## src/rtl/rr_decode_arbiter_pkg.sv

```systemverilog
// Shared types for the round-robin decode arbiter: FSM state, requester
// count and grant-index width.
package rr_arb_pkg;

  localparam int N_REQ = 4;
  localparam int IDX_W = 2;

  typedef enum logic {
    IDLE = 1'b0,
    BUSY = 1'b1
  } state_t;

  typedef logic [IDX_W-1:0] idx_t;
  typedef logic [N_REQ-1:0] req_t;

endpackage

```

## src/rtl/rr_decode_arbiter_if.sv

```systemverilog
// Request/grant bundle between the requesters (master) and the arbiter (slave).
interface rr_decode_arbiter_if;
  import rr_arb_pkg::*;

  req_t req;
  req_t gnt;
  idx_t gnt_idx;
  logic gnt_valid;
  logic timeout;

  modport master (
    output req,
    input  gnt,
    input  gnt_idx,
    input  gnt_valid,
    input  timeout
  );

  modport slave (
    input  req,
    output gnt,
    output gnt_idx,
    output gnt_valid,
    output timeout
  );

endinterface

```

## src/rtl/rr_decode_arbiter_onehot_dec2to4.sv

```systemverilog
// Combinational 2-bit index to 4-bit one-hot decoder.
module onehot_dec2to4
  import rr_arb_pkg::*;
(
  input  idx_t idx_i,
  output req_t onehot_o
);

  for (genvar gi = 0; gi < N_REQ; gi++) begin : g_dec
    assign onehot_o[gi] = (idx_i == idx_t'(gi));
  end

endmodule

```

## src/rtl/rr_decode_arbiter.sv

```systemverilog
// Round-robin arbiter for one shared 4-way select resource; grant held while owner requests.
// Optional forced release after HOLD_MAX busy cycles when ARB_TIMEOUT_EN is defined.
module rr_decode_arbiter
  import rr_arb_pkg::*;
#(
  parameter int HOLD_MAX = 15,
  parameter int CNT_W    = 4
) (
  input logic               clk,
  input logic               rst_n,
  rr_decode_arbiter_if.slave arb
);

  state_t state_q, state_d;
  idx_t   last_q, last_d;
  idx_t   gnt_idx_q, gnt_idx_d;
  logic   gnt_valid_q, gnt_valid_d;
  req_t   gnt_q, gnt_d, dec_gnt;

  idx_t   start;
  req_t   rot;
  idx_t   offset;
  idx_t   win_idx;
  logic   owner_req;
  logic   force_rel;

  // Inconsistent counter sizing shows up as this named scope in the hierarchy.
  if (HOLD_MAX < 1 || HOLD_MAX > (1 << CNT_W) - 1) begin : g_hold_max_exceeds_cnt_w
  end

  // Rotate requests so that bit 0 is the requester just after the last owner.
  assign start = last_q + idx_t'(1);

  for (genvar gi = 0; gi < N_REQ; gi++) begin : g_rot
    assign rot[gi] = arb.req[start + idx_t'(gi)];
  end

  always_comb begin
    offset = '0;
    for (int k = N_REQ - 1; k >= 0; k--) begin
      if (rot[k]) offset = idx_t'(k);
    end
  end

  assign win_idx   = start + offset;
  assign owner_req = arb.req[gnt_idx_q];

`ifdef ARB_TIMEOUT_EN
  logic [CNT_W-1:0] hold_cnt_q, hold_cnt_d;
  logic             timeout_q, timeout_d;

  assign force_rel = owner_req && (hold_cnt_q == CNT_W'(HOLD_MAX - 1));
`else
  assign force_rel = 1'b0;
`endif

  always_ff @(posedge clk or negedge rst_n) begin
    if (!rst_n) begin
      state_q     <= IDLE;
      last_q      <= idx_t'(N_REQ - 1);
      gnt_idx_q   <= '0;
      gnt_valid_q <= 1'b0;
      gnt_q       <= '0;
`ifdef ARB_TIMEOUT_EN
      hold_cnt_q  <= '0;
      timeout_q   <= 1'b0;
`endif
    end else begin
      state_q     <= state_d;
      last_q      <= last_d;
      gnt_idx_q   <= gnt_idx_d;
      gnt_valid_q <= gnt_valid_d;
      gnt_q       <= gnt_d;
`ifdef ARB_TIMEOUT_EN
      hold_cnt_q  <= hold_cnt_d;
      timeout_q   <= timeout_d;
`endif
    end
  end

  always_comb begin
    state_d = state_q;
    last_d  = last_q;
`ifdef ARB_TIMEOUT_EN
    hold_cnt_d = '0;
`endif
    case (state_q)
      IDLE: begin
        if (|arb.req) state_d = BUSY;
      end
      BUSY: begin
        if (!owner_req || force_rel) begin
          state_d = IDLE;
          last_d  = gnt_idx_q;
        end
`ifdef ARB_TIMEOUT_EN
        else begin
          hold_cnt_d = hold_cnt_q + CNT_W'(1);
        end
`endif
      end
      default: state_d = IDLE;
    endcase
  end

  always_comb begin
    gnt_idx_d   = '0;
    gnt_valid_d = 1'b0;
`ifdef ARB_TIMEOUT_EN
    timeout_d   = 1'b0;
`endif
    case (state_q)
      IDLE: begin
        if (|arb.req) begin
          gnt_idx_d   = win_idx;
          gnt_valid_d = 1'b1;
        end
      end
      BUSY: begin
        if (owner_req && !force_rel) begin
          gnt_idx_d   = gnt_idx_q;
          gnt_valid_d = 1'b1;
        end
`ifdef ARB_TIMEOUT_EN
        timeout_d = force_rel;
`endif
      end
      default: ;
    endcase
  end

  // Decode the next-state index so the one-hot grant leaves a flop directly.
  onehot_dec2to4 u_dec (
    .idx_i    (gnt_idx_d),
    .onehot_o (dec_gnt)
  );

  assign gnt_d = gnt_valid_d ? dec_gnt : '0;

  assign arb.gnt       = gnt_q;
  assign arb.gnt_idx   = gnt_idx_q;
  assign arb.gnt_valid = gnt_valid_q;
`ifdef ARB_TIMEOUT_EN
  assign arb.timeout   = timeout_q;
`else
  assign arb.timeout   = 1'b0;
`endif

endmodule

```

## src/flat_wrapper.sv

```systemverilog
// flat-port wrapper written by rule: the top's interface ports become plain ports
module rr_decode_arbiter_flat import rr_arb_pkg::*;
#(
  parameter int HOLD_MAX = 15,
  parameter int CNT_W    = 4
)
  (clk, rst_n, arb_req, arb_gnt, arb_gnt_idx, arb_gnt_valid, arb_timeout);
  rr_decode_arbiter_if arb_i ();
  input logic clk;
  input logic rst_n;
  input wire logic [$bits(arb_i.req)-1:0] arb_req;
  output wire logic [$bits(arb_i.gnt)-1:0] arb_gnt;
  output wire logic [$bits(arb_i.gnt_idx)-1:0] arb_gnt_idx;
  output wire logic [$bits(arb_i.gnt_valid)-1:0] arb_gnt_valid;
  output wire logic [$bits(arb_i.timeout)-1:0] arb_timeout;
  assign arb_i.req = arb_req;
  assign arb_gnt = arb_i.gnt;
  assign arb_gnt_idx = arb_i.gnt_idx;
  assign arb_gnt_valid = arb_i.gnt_valid;
  assign arb_timeout = arb_i.timeout;
  rr_decode_arbiter #(.HOLD_MAX(HOLD_MAX), .CNT_W(CNT_W)) u_core (.clk(clk), .rst_n(rst_n), .arb(arb_i));
endmodule
```

## config.mk

```make
export PLATFORM = sky130hd
export DESIGN_NAME = rr_decode_arbiter_flat
export DESIGN_NICKNAME = d
export VERILOG_FILES = /design/src/rtl/rr_decode_arbiter_pkg.sv /design/src/rtl/rr_decode_arbiter_if.sv /design/src/rtl/rr_decode_arbiter_onehot_dec2to4.sv /design/src/rtl/rr_decode_arbiter.sv /design/src/flat_wrapper.sv
export SDC_FILE = /design/constraint.sdc
export NUM_CORES = 1
export LEC_CHECK = 0
export ABC_AREA = 1
export CORE_UTILIZATION = 45
export DETAILED_ROUTE_END_ITERATION = 12
export GPL_TIMING_DRIVEN = 0
export PLACE_DENSITY_LB_ADDON = 0.08
export SLEW_MARGIN = 20
export SYNTH_ARGS = -nofsm -noshare
export SYNTH_HDL_FRONTEND = slang
export SYNTH_SLANG_ARGS = --single-unit
```

## constraint.sdc

```tcl
create_clock -name clk -period 6 [get_ports clk]
set_clock_uncertainty 0.2 [all_clocks]
set_input_delay 1.8 -clock clk [delete_from_list [all_inputs] [get_ports clk]]
set_output_delay 1.8 -clock clk [all_outputs]
set_load 0.1 [all_outputs]
```

After elaboration in Yosys (flattened, before gate mapping) --
Cells that the tools add are included.
Word-level totals: bits in registers 9, bits of input ports 6, output and inout bits 8, word-level logic and storage cells 43
Operators by class: $add $sub $neg 5, order comparisons 5, eq/ne operators 3, muxes and demuxes 21, bitwise logic cells 2, reduce and logical (&&, ||, !) cells 3
Operators by type and width (count):
- $lt A2 B3 Y1 const B | 5
- $mux W2 | 6
- $bmux W1 S2 | 5
- $mux W1 | 7
- $add A2 B1 Y2 const B | 2
- $add A2 B2 Y2 const B | 2
- $eq A2 B2 Y1 const B | 2
- $mux W4 | 1
- $pmux W2 S2 | 1
- $reduce_or A4 Y1 | 1
- $add A2 B2 Y2 | 1
- $eq A2 B1 Y1 const B | 1
- $logic_not A2 Y1 | 1
- $not A1 Y1 | 2
- $pmux W1 S2 | 1
- $reduce_and A2 Y1 | 1

Depth between registers and ports, before layout --
Gate-level depths: netlist of the first run.
depth in word-level cells 13, mapped depth 17, gate-level depth less buffers 16

Cells and area by module --
Synthesis of the first run repeated with hierarchy kept, for this count alone.
Unflattened totals: cell total of the unflattened synthesis 107, area total of the unflattened synthesis 675.6 um^2
Modules (own cells, without submodules):
- rr_decode_arbiter | instances 1, cells each 100, area an instance 649.4 um^2, seq. area each 227.7 um^2
- onehot_dec2to4 | instances 1, cells each 7, area an instance 26.3 um^2, seq. area each 0.0 um^2

Least setup slack after synthesis of the first run --
Ideal clock, no wire load.
kind input to register, start point input port arb_req[3], end point register u_core.gnt_q[0] (netlist: u_core.arb.gnt[0]), data arrival time 2.973 ns, data required time 5.684 ns, slack 2.710 ns, stages on the path 12, cells stage by stage inv_1 nand2_1 nand3_1 nand2_1 a31oi_1 nor2_1 ha_1 inv_1 o22ai_1 inv_1 nand2_1 nor2_1
On the way: word-level cells in the longest chain between the ends 11, elaborated cells on any way between the ends 24
RTL lines:
- start, declared | line flat_wrapper.sv:11 | input wire logic [$bits(arb_i.req)-1:0] arb_req;
- $bmux W1 S2 | line rr_decode_arbiter.sv:35 | assign rot[gi] = arb.req[start + idx_t'(gi)];
- $mux W1 (not written as such) | line rr_decode_arbiter.sv:35
- $mux W2 (4 in series) | line rr_decode_arbiter.sv:41 | if (rot[k]) offset = idx_t'(k);
- $add A2 B2 Y2 | line rr_decode_arbiter.sv:45 | assign win_idx = start + offset;
- $mux W2 | line rr_decode_arbiter.sv:114 | if (|arb.req) begin
- $pmux W2 S2 (*) | line rr_decode_arbiter.sv:112 | case (state_q)
- named net u_core.gnt_idx_d[0] | line rr_decode_arbiter.sv:16 | idx_t gnt_idx_q, gnt_idx_d;
- $logic_not A2 Y1 (*) | line rr_decode_arbiter_onehot_dec2to4.sv:10 | assign onehot_o[gi] = (idx_i == idx_t'(gi));
- $mux W4 (*) | line rr_decode_arbiter.sv:138 | assign gnt_d = gnt_valid_d ? dec_gnt : '0;
- named net u_core.gnt_d[0] | line rr_decode_arbiter.sv:18 | req_t gnt_q, gnt_d, dec_gnt;
- end signal, assigned | line rr_decode_arbiter.sv:73 | gnt_q <= gnt_d;
- end, declared | line rr_decode_arbiter.sv:18
Mark *: on every way through the listed nets, which the timed path passes. The rest lies on a longest branch. The select of a mux whose other input is x is not followed. A chain may end at the register's enable or synchronous reset.

==> results of run 1 <==
==> synth_stat cells <==
cell | instances | area share (%)
a21oi_1 | 2 | 1.5
a31oi_1 | 1 | 0.97
buf_4 | 1 | 1.2
buf_6 | 1 | 1.7
conb_1 | 1 | 0.58
dfrtp_1 | 7 | 27
dfstp_2 | 2 | 8.1
ha_1 | 1 | 1.9
inv_1 | 12 | 6.9
inv_2 | 1 | 0.58
inv_8 | 1 | 1.7
nand2_1 | 43 | 25
nand2_2 | 9 | 8.7
nand3_1 | 6 | 4.6
nand3_2 | 1 | 1.5
nand4_1 | 2 | 1.9
nor2_1 | 3 | 1.7
nor2_4 | 1 | 1.7
o21ai_0 | 2 | 1.5
o22ai_1 | 1 | 0.97
==> stage by stage <==
step	worst slack (ps)	util [%]
3_5_place_dp	2015	59.73
4_1_cts	2164	61.73
5_1_grt	2123	61.73
3_3_place_gp	2054	59.73
2_1_floorplan	2710	-
6_report	2162	61.73
==> sequential cells by signal, indices dropped and copies added, names as in the netlist <==
name / cells
u_core.last_q: 2
u_core.arb.gnt: 4
u_core.arb.gnt_idx: 2
u_core.state_q: 1
==> logic make-up (layout without fill, tap and decap cells) <==
family | count (synthesis) | count (layout)
other | 1 | 1
DFF | 9 | 9
and+or+nand+nor | 65 | 65
adders and majority gates | 1 | 1
AOI/OAI and AO/OA | 6 | 6
buffers and inverters | 16 | 32
==> worst paths after layout <==
path | startpoint | end | slack [ps] | cells past startpoint
hold / removal | u_core.last_q[1] | u_core.last_q[1] | 340 | 2
setup / recovery | u_core.state_q | arb_gnt_valid | 2160 | 1
min in group asynchronous | rst_n | u_core.arb.gnt[0] | 1620 | 1
hold reg to reg | u_core.last_q[1] | u_core.last_q[1] | 340 | 2
max in group asynchronous | rst_n | u_core.last_q[0] | 3670 | 1
setup reg to reg | u_core.last_q[0] | u_core.arb.gnt[0] | 3700 | 14
==> layer usage <==
layer	wire length (µm)	up-vias	GRT usage [%]
met5	0	-	0
met4	16	0	12.93
met3	49	2	3.889
met2	711	13	37.10
met1	544	281	22.14
li1	-	334	-
==> worst register-to-register path: cells and delay by family, from the launching register on <==
family / cells / cell delay [ps]
AO/OA/AOI/OAI: 2 / 410
buffers and inverters: 4 / 350
AND/OR/NAND/NOR: 7 / 440
flip-flops: 1 / 520
adder cells (fa/ha/maj): 1 / 260
==> cell type report <==
type	instances	area (µm²)
Fill cell	134	504.2
Sequential cell	9	227.7
Timing Repair Buffer	12	120.1
Multi-Input combinational cell	73	341.6
Inverter	14	60.06
Tap cell	15	18.77
Buffer	2	18.77
Clock buffer	4	26.28
==> run summary, run 1 <==
The run finished with clean final reports. The final count of pins violating max slew is 0, and the H-tree depth is 1. In this run the tool buffered the top-level ports with 12 buffer cells. At the pin with the least slew margin, the transition time is 980.5 ps. The minimum hold slack was 344.5 ps. The clock drives 9 sinks. Of the total synthesized cell area, the portion taken by XOR and XNOR cells is 0%. The post-CTS setup repair buffer count is 0, and the final RePlAce weighted congestion is 0.7300. The logs give 11 for the number of DRC violations after detailed-routing iteration 0 and 260 ps for the source-to-sink clock delay at the later pin of the worst-skew pair. The final critical-path share of the clock period is 63.97%, and the minimum clock period after layout is 3838 ps.

Walking the worst path, the cells encountered are clkdlybuf4s50_1. The adder-cell share of the synthesized area is 1.931%, and the via count is 630. Once detailed placement completed, the half-perimeter wirelength came to 1085 µm. In the final routed layout, each cell accounts on average for 10.25 µm. The logs give 98 for the post-synthesis instance total and 4 for the total iterations of the first detailed-routing run. In this run the remaining antenna-violating nets after routing total 0. The run gives 0 as the count of yosys warnings during synthesis. After synthesis, flip-flops and latches occupy 35.14% of the total area. Family with the most delay on the worst path: buffers and inverters.

The share of post-route cells with drive strength above 1 works out to 17.54%. TritonCTS built the clock tree. For this run, the total global-route usage over all layers was measured as 20.75%.

The library cells used most frequently in the layout, excluding fill and tap cells, are nand2_1, inv_1, clkdlybuf4s50_1. In the routed design, unresolved DRC markers number 0. The worst setup path is captured at a primary output.

The main combinational cell family by area after synthesis is simple AND/OR/NAND/NOR gates. Once placement completed, the tool counted placed cells totaling 125. Element type at the critical path start: a flip-flop.

The number of CTS-inserted buffers came out at 3. The area of the mapped netlist is 648.1 µm², and the relative max-transition margin is 34.43%. After routing the design area is 813.3 µm². The number of flip-flops and latches in the synthesized netlist came out at 9. In the final design database the tool counted 122 nets. The synthesized netlist contains 20 unique library cells. The critical path buffer and inverter count is 1. The area growth from synthesis to layout is 25.48%. The number of antenna diodes in the final layout is 0.

Setup total negative slack on the finished layout was measured at 0 ps. The category of the most critical setup path is reg2out. The routed design has 1322 µm of wire. The pin count of the biggest net entering global routing is 11, and the row count is 13.

The total grt overflow is 0, and the post-cts sizing count is 0. Excluding fillers, the count of instances in the completed layout stands at 129. The slowest cell on the critical path is clkdlybuf4s50_1. The number of hold-slack violations in the final timing report was 0. The tightest min-delay check is of the reg2reg type. The library cell used most frequently in the layout, excluding fill and tap cells, is nand2_1.

The initial antenna violation count is 0, and the share of synthesized area spent on multiplexers is 0%. Setup repair after global routing left no endpoint under its margin. The tools report the count of pins on the block boundary as 14. After detailed placement, the total cell area comes to 787.0 µm².

Setup violations remaining at the end of the flow were counted as 0. The net count after synthesis was 105. Synthesized area per cell: 6.613 µm².

Number of max-cap violations: 0. The via-per-instance ratio is 4.884, and the area enclosed by the die boundary is 1596 µm². Timing would allow up to 260.5 MHz. The tools report the buffer levels on the longest clock path as 2. The synthesized-area fraction occupied by and/or/nand/nor cells is 45.17%, and the arrival time at the worst endpoint is 1840 ps. For the core region area, the log shows 1318 µm². The cell sitting at the root of the clock tree is a clkbuf_4.

Buffers inserted to repair hold after CTS numbered 0. In this run the worst path has a maximum fanout of 5. The overall die width is 39.95 µm, and the required time reported for the critical path endpoint is 4000 ps. The largest single stage delay on the critical path is 1160 ps. The chip height came out at 39.95 µm. The complex-gate fraction of the synthesized area came out at 5.019%. Once the floorplan was initialized, standard cells occupied 49.19% of the core. The number of global-route vias before repair came out at 540.

Clock-pin slew was measured on the worst setup and hold paths at 60 ps. The first global-routing pass estimated 2125 µm of wire.
Power of run 1 is not shown: default switching activity piles up to over one toggle a cycle in this logic, so the estimate is an artifact.
==> run 2: changes to the inputs <==
==> constraint.sdc (replaced) <==
create_clock -name clk -period 4 [get_ports clk]
set_clock_uncertainty 0.2 [all_clocks]
set_input_delay 1.2 -clock clk [delete_from_list [all_inputs] [get_ports clk]]
set_output_delay 1.2 -clock clk [all_outputs]
set_load 0.1 [all_outputs]
==> results of run 2 <==
The final DEF is identical to that of run 1. Status: complete, no violations.
Among the figures that moved: setup slack after placement 2015 ps -> 615.1 ps; setup slack after layout 2162 ps -> 761.7 ps; register-to-register setup slack 3700 ps -> 1700 ps
Power of run 2 is left out for the same reason.
